===== src/rtl/cpu_pkg.sv =====
// Shared IF-stage types and constants.
// Used by the PC generator and its redirect buffer.
package cpu_pkg;

  typedef enum logic {
    S_BOOT,
    S_RUN
  } state_t;

  localparam int STALL_PC = 0;

  function automatic int pc_align_bits(input int step);
    return (step <= 1) ? 0 : $clog2(step);
  endfunction

endpackage


===== src/rtl/pc_redirect_buf.sv =====
// Holds one redirect that arrived while the PC could not move.
// Exceptions overwrite anything; branches never displace an exception.
module pc_redirect_buf
  import cpu_pkg::*;
#(
  parameter int ADDR_W = 32
) (
  input  logic              clk,
  input  logic              rst,
  input  logic              hold,
  input  logic              consume,
  input  logic              exc,
  input  logic [ADDR_W-1:0] exc_addr,
  input  logic              br,
  input  logic [ADDR_W-1:0] br_addr,
  output logic              pend_v,
  output logic              pend_exc,
  output logic [ADDR_W-1:0] pend_addr,
  output logic              exc_take,
  output logic              br_take
);

  assign exc_take = hold & exc;
  assign br_take  = hold & ~exc & br & ~(pend_v & pend_exc);

  // Capture while held, clear when the PC consumes the entry.
  always_ff @(posedge clk or posedge rst) begin
    if (rst) begin
      pend_v    <= 1'b0;
      pend_exc  <= 1'b0;
      pend_addr <= '0;
    end else if (exc_take) begin
      pend_v    <= 1'b1;
      pend_exc  <= 1'b1;
      pend_addr <= exc_addr;
    end else if (br_take) begin
      pend_v    <= 1'b1;
      pend_exc  <= 1'b0;
      pend_addr <= br_addr;
    end else if (consume) begin
      pend_v    <= 1'b0;
      pend_exc  <= 1'b0;
    end
  end

endmodule


===== src/rtl/pc_gen.sv =====
// Program-counter generator for instruction fetch.
// Boot/run FSM, next-pc priority mux and target alignment.
module pc_gen
  import cpu_pkg::*;
#(
  parameter int                ADDR_W    = 32,
  parameter logic [ADDR_W-1:0] RESET_VEC = '0,
  parameter int                STEP      = 4,
  parameter int                STALL_W   = 6
) (
  input  logic               clk,
  input  logic               rst,
  input  logic [STALL_W-1:0] stall,
  input  logic               br,
  input  logic [ADDR_W-1:0]  br_addr,
  input  logic               exc,
  input  logic [ADDR_W-1:0]  exc_addr,
  output logic [ADDR_W-1:0]  pc,
  output logic               ce,
  output logic               redir,
  output logic               misalign
);

  localparam int AB = pc_align_bits(STEP);
  localparam logic [ADDR_W-1:0] LOW = ADDR_W'((1 << AB) - 1);

  state_t state;

  logic              hold;
  logic              run;
  logic              exc_bad;
  logic              br_bad;
  logic [ADDR_W-1:0] exc_m;
  logic [ADDR_W-1:0] br_m;
  logic              pend_v;
  logic              pend_exc;
  logic [ADDR_W-1:0] pend_addr;
  logic              exc_take;
  logic              br_take;
  logic              hold_mis;
  logic [ADDR_W-1:0] nxt;
  logic              take;
  logic              run_mis;
  logic              unused_stall;

  assign unused_stall = ^stall;

  assign hold = (state == S_BOOT) | stall[STALL_PC];
  assign run  = (state == S_RUN) & ~stall[STALL_PC];

  assign exc_m   = exc_addr & ~LOW;
  assign br_m    = br_addr & ~LOW;
  assign exc_bad = |(exc_addr & LOW);
  assign br_bad  = |(br_addr & LOW);

  assign hold_mis = (exc_take & exc_bad) | (br_take & br_bad);

  pc_redirect_buf #(
    .ADDR_W(ADDR_W)
  ) u_buf (
    .clk      (clk),
    .rst      (rst),
    .hold     (hold),
    .consume  (run),
    .exc      (exc),
    .exc_addr (exc_m),
    .br       (br),
    .br_addr  (br_m),
    .pend_v   (pend_v),
    .pend_exc (pend_exc),
    .pend_addr(pend_addr),
    .exc_take (exc_take),
    .br_take  (br_take)
  );

  // Next-pc priority: exception, branch, buffered, sequential.
  always_comb begin
    nxt     = pc + ADDR_W'(STEP);
    take    = 1'b0;
    run_mis = 1'b0;
    if (exc) begin
      nxt     = exc_m;
      take    = 1'b1;
      run_mis = exc_bad;
    end else if (br) begin
      nxt     = br_m;
      take    = 1'b1;
      run_mis = br_bad;
    end else if (pend_v) begin
      nxt     = pend_addr;
      take    = 1'b1;
    end
  end

  // Boot/run FSM with registered pc and status pulses.
  always_ff @(posedge clk or posedge rst) begin
    if (rst) begin
      state    <= S_BOOT;
      pc       <= RESET_VEC;
      ce       <= 1'b0;
      redir    <= 1'b0;
      misalign <= 1'b0;
    end else begin
      case (state)
        S_BOOT: begin
          state    <= S_RUN;
          ce       <= 1'b1;
          redir    <= 1'b0;
          misalign <= hold_mis;
        end
        S_RUN: begin
          if (stall[STALL_PC]) begin
            redir    <= 1'b0;
            misalign <= hold_mis;
          end else begin
            pc       <= nxt;
            redir    <= take;
            misalign <= run_mis;
          end
        end
        default: state <= S_BOOT;
      endcase
    end
  end

endmodule

===== config.mk =====
export PLATFORM = sky130hd
export DESIGN_NAME = pc_gen
export DESIGN_NICKNAME = d
export VERILOG_FILES = /design/src/rtl/cpu_pkg.sv /design/src/rtl/pc_redirect_buf.sv /design/src/rtl/pc_gen.sv
export SDC_FILE = /design/constraint.sdc
export NUM_CORES = 1
export LEC_CHECK = 0
export BUFFER_PORTS_ARGS = -buffer_cell sky130_fd_sc_hd__buf_2
export CORE_UTILIZATION = 52
export CTS_CLUSTER_SIZE = 12
export DETAILED_ROUTE_END_ITERATION = 16
export GPL_ROUTABILITY_DRIVEN = 0
export GPL_TIMING_DRIVEN = 0
export PLACE_DENSITY = 0.9
export REMOVE_ABC_BUFFERS = 1
export SYNTH_ARGS = -nofsm -noshare
export SYNTH_HDL_FRONTEND = slang
export SYNTH_SLANG_ARGS = --single-unit
export TNS_END_PERCENT = 1

===== constraint.sdc =====
create_clock -name clk -period 2.18 [get_ports clk]
set_input_delay 0.327 -clock clk [delete_from_list [all_inputs] [get_ports clk]]
set_output_delay 0.327 -clock clk [all_outputs]
set_load 0.02 [all_outputs]

After elaboration in Yosys (flattened, before gate mapping)
Index checks and enable logic that the tools add are counted.

Memories kept: 0. Input bits: 74. ROM bits: 0. Bits in latches: 0. Register bits: 70. Logic and storage cells: 47. Memory bits (writable): 0. Output and inout port bits: 35.

$mul: 0. Equality and inequality tests: 0. Order comparisons: 0. Muxes and demuxes: 19. $add $sub $neg: 1. Shift operators: 0. Reduce and logical (&&, ||, !) cells: 5. Divide/modulo/power cells: 0. Bitwise operators: 14.

Operator list (count): $mux 32 (5); $add 32x3->32 const B (1); $mux 1 (12); $and 1x1->1 (8); $not 1->1 (4); $pmux 1 s2 (2); $reduce_or 2->1 (2); $reduce_bool 3->1 (1); $or 1x1->1 (2); $reduce_and 2->1 (1); $reduce_bool 2->1 (1).

Longest topological paths before layout
Word-level depth: 9. Gate-level depth with buffers: 7. Depth with buffers taken out: 6.

Hierarchy
Synthesis repeated with hierarchy kept, for this count alone.

Cell total of the unflattened synthesis: 467. Area, all modules: 4655.7 µm².

By module, submodules not included: pc_gen (area an instance 2845.2 µm², instances 1, cells an instance 351, seq. area each 900.9 µm²); pc_redirect_buf (area an instance 1810.5 µm², instances 1, cells an instance 116, seq. area each 850.8 µm²).

Least setup slack after synthesis
OpenSTA, ideal clock, no wires.

Path kind: register to register. From: reg pc[2]. To: reg pc[20]. Data arrival time: 1.747 ns. Data required time: 2.076 ns. Period minus slack after synthesis: 1.851 ns. Path buffers: 0. Setup time: 0.104 ns. Slack: 0.329 ns. Stages on the path, launching flop included: 7. Path through: dfrtp_1 -> ha_1 -> nand3_1 -> nor2_2 -> nand3_1 -> xor2_1 -> a221oi_1.

Longest elaborated chain between the ends: 4.

Ends and longest elaborated chain: from (decl) (RTL line pc_gen.sv:18) `output logic [ADDR_W-1:0] pc,`; from (signal assigned) (RTL line pc_gen.sv:116) `pc <= nxt;`; $add 32x3->32 (RTL line pc_gen.sv:78) `nxt = pc + ADDR_W'(STEP);`; $mux 32 (RTL line pc_gen.sv:89) `end else if (pend_v) begin`; $mux 32 (RTL line pc_gen.sv:85) `end else if (br) begin`; $mux 32 (RTL line pc_gen.sv:81) `if (exc) begin`.

Every way passes these cells. A chain may end at the register's enable or synchronous reset.

Worst setup path in the final report
From: reg u_buf.pend_v. To: reg u_buf.pend_addr[16].

Longest elaborated chain between the ends: 4.

Ends and longest elaborated chain: from (decl) (RTL line pc_redirect_buf.sv:16) `output logic pend_v,`; from (signal assigned) (RTL line pc_redirect_buf.sv:29) `pend_v <= 1'b0;`; from (signal assigned) (RTL line pc_redirect_buf.sv:33) `pend_v <= 1'b1;`; from (signal assigned) (RTL line pc_redirect_buf.sv:37) `pend_v <= 1'b1;`; $and 1x1->1 (RTL line pc_redirect_buf.sv:24) `assign br_take = hold & ~exc & br & ~(pend_v & pend_exc);`; $not 1->1 (RTL line pc_redirect_buf.sv:24); $and 1x1->1 (RTL line pc_redirect_buf.sv:24); $reduce_bool 2->1 (no line); to (signal assigned) (RTL line pc_redirect_buf.sv:35) `pend_addr <= exc_addr;`; to (signal assigned) (RTL line pc_redirect_buf.sv:39) `pend_addr <= br_addr;`; to (decl) (RTL line pc_redirect_buf.sv:18) `output logic [ADDR_W-1:0] pend_addr,`.

Every way passes these cells.

==> results.ini <==
[run_status]
status = finished clean

[floorplanning]
die-area_um2 = 8340
start_util_pct = 53.7
die_y_um = 91.3
core-area_um2 = 7730
io_pins = 109
fp-row-count = 32
fp.dieW_um = 91.3

[sta]
drv_slew = 0
setup_viol = 0
worstMarginPinSlew_ps = 861
hold_slack_ps = 128
layout_min_cycle_time_ps = 2140
finalCritPeriodShare_pct = 98.2
max_freq_mhz = 467
hold_viol_final = 0
finalClockSkew_ps = 10.2
slew_headroom_pct = 42.6
rsz0062_at_grt = yes

[logic_synthesis]
synthMuxAreaShare_pct = 2.89
synthArstFlopShare_pct = 100
synth-xor-area-share_pct = 4.40
synth-seq-cells = 66
synth_edf_count = 0
yosysTopAreaCell = dfrtp_1
yosys_warnings = 0
synth_top_area_share_pct = 39.8
yosys.area_share.simple_pct = 24.1
synthAdderAreaFrac_pct = 0.301
synth_compound_area_share_pct = 23.7
synth_top_family_by_area = simple AND/OR/NAND/NOR gates
yosysSeqAreaShare_pct = 39.8
ys.flop_type = dfrtp_1
synthDistinctLibCells = 52
synthCells = 519
synthesis.area_um2 = 4150
syn_area_per_cell_um2 = 8.00
synth_area_leaders = dfrtp_1, nand2_1, o21ai_0, nor2_1, a21oi_1

[power]
peakVddDrop_uv = 319
power_density_nw_per_um2 = 744
combPwrFrac_pct = 26.0
seq_power_share_pct = 44.5
internal-power_mw = 2.36
design_power_total_mw = 3.68
swShare_pct = 35.9
p_switching_mw = 1.32
p_leak_nw = 2.14
clkPwrFrac_pct = 29.6

[route]
antenna_left = 0
wl_mm = 12.9
via_per_inst = 6.56
avgRoutedWirePerCell_um = 18.3
drc = 0
drtPass1Iterations = 6
vias = 4641
drt-initial-drc-count = 533

[global_routing]
grt_pass1_vias = 4346
antenna_found_initial = 0
overflow = 0
grt_max_degree = 69
grt_pass1_wl_mm = 20.8
grt_usage_pct = 31.7

[worst_setup_path]
worstSetupPathType = reg2reg
end_kind = flip-flop
critPathArrivalTime_ps = 2430
required_ps = 2470
critPathLaunchType = flip-flop
worstPathMaxFanout = 32

[layout]
nFillCells = 627
fin_area_um2 = 4940
final_cell_mix = nand2_1, buf_2, dfrtp_1
drive_gt1_share_pct = 23.8
final_common_cell = nand2_1
layout.cells.non_filler = 708
final_nets = 676
n_antenna_cell = 0
area_growth_pct = 19.0

[clocking]
cts_root_buffer = clkbuf_8
cts_buffers = 9
max-clock-path-buffers = 2
htreeDepth = 3
tritoncts = yes
cts_sinks = 66
clock_latency_ps = 350
cts.clk_slew.worst_paths_ps = 70

[placed_design]
dp.cells = 687
hpwl_mm = 8.01
place_area_um2 = 4660
io_buffers = 101

[flow_run]
cap_violations = 0

[hold_path]
hold_class = in2async

power groups by stage:
stage | combinational, mW | sequential (mW) | clock (mW)
floorplan | 0.471 | 1.71 | 0
global placement | 0.883 | 1.63 | 0
detailed placement | 0.921 | 1.64 | 0
CTS | 0.935 | 1.62 | 1.09
global route | 1.04 | 1.66 | 1.15
finish | 0.955 | 1.63 | 1.09
layer usage:
layer  vias up  global-route usage [%]  routed length (um)
met3        47                    5.70                1440
li1       2036                       -                   -
met5         -                       0                   0
met1      2213                    42.0                5020
met4         0                    18.0                 462
met2       345                    49.1                6020
final timing paths:
check / slack (ps) / cells after the start / startpoint / to
max in group asynchronous: 1410 / 2 / rst / u_buf.pend_v$_DFFE_PP0P_
min in group clk: 200 / 3 / exc_addr[4] / u_buf.pend_addr[4]$_DFFE_PP0P_
max reg2reg: 40 / 5 / u_buf.pend_v$_DFFE_PP0P_ / u_buf.pend_addr[16]$_DFFE_PP0P_
min reg2reg: 480 / 2 / u_buf.pend_addr[23]$_DFFE_PP0P_ / u_buf.pend_addr[23]$_DFFE_PP0P_
max: 40 / 5 / u_buf.pend_v$_DFFE_PP0P_ / u_buf.pend_addr[16]$_DFFE_PP0P_
min: 130 / 2 / rst / u_buf.pend_addr[29]$_DFFE_PP0P_
area by class of cell:
cell class,count,area [um2],share of cell area (%)
clock buffers,12,155,3.14
well taps,102,128,2.58
repair buffers,106,558,11.3
inverters,9,40.0,0.811
repair inverters,1,7.51,0.152
multi-input cells,408,2350,47.5
clock inverters,4,50.0,1.01
flip-flops and latches,66,1650,33.5
worst max-delay path: stages, from the launching register on:
cell     delay [ps]
dfrtp_2         710
nand2_1         260
and3_4          410
nor2_2          490
nand2_1         120
nand2_1          80
repair_timing:
item / in CTS / in global routing
gates cloned: 1 / 0
setup endpoints to repair: 47 / 20
gates resized for setup: 12 / 2
buffers inserted: 0 / 4
hold buffers: 0 / 0
registers in the layout, indices dropped and copies added (netlist names):
signal,cells
ce,1
misalign,1
pc,30
redir,1
state,1
u_buf.pend_addr,30
u_buf.pend_exc,1
u_buf.pend_v,1
stage by stage:
stage / utilization [%] / TNS, ps / setup WS [ps]
3_5_place_dp: 60.3 / -53800 / -1920
4_1_cts: 63.4 / 0 / 46.5
2_1_floorplan: - / -19830 / -896
5_1_grt: 63.9 / 0 / 9.65
3_3_place_gp: 59.9 / -147910 / -2810
6_report: 63.9 / 0 / 38.4
logic make-up (layout without fill, tap and decap cells):
| kind of cell | Yosys count | in the layout |
|---|---|---|
| and+or+nand+nor | 214 | 214 |
| xor gates and xnor gates | 20 | 20 |
| buffers and inverters | 46 | 132 |
| adders and majority gates | 1 | 1 |
| AOI/OAI and AO/OA | 158 | 158 |
| other | 2 | 3 |
| muxes | 12 | 12 |
| DFF | 66 | 66 |
cell usage after synthesis (all sizes together), types with 8 or more instances:
cell type and count:
nand4 12, xnor2 8, nor2 43, mux2i 12, xor2 12, clkbuf 23
a22oi 10, buf 14, o211ai 11, nand3 19, a21oi 31, inv 9
dfrtp 66, a31oi 24, nor3 13, nand2 103, o21ai 48, a221oi 9
(Power assumes the default switching activity.)
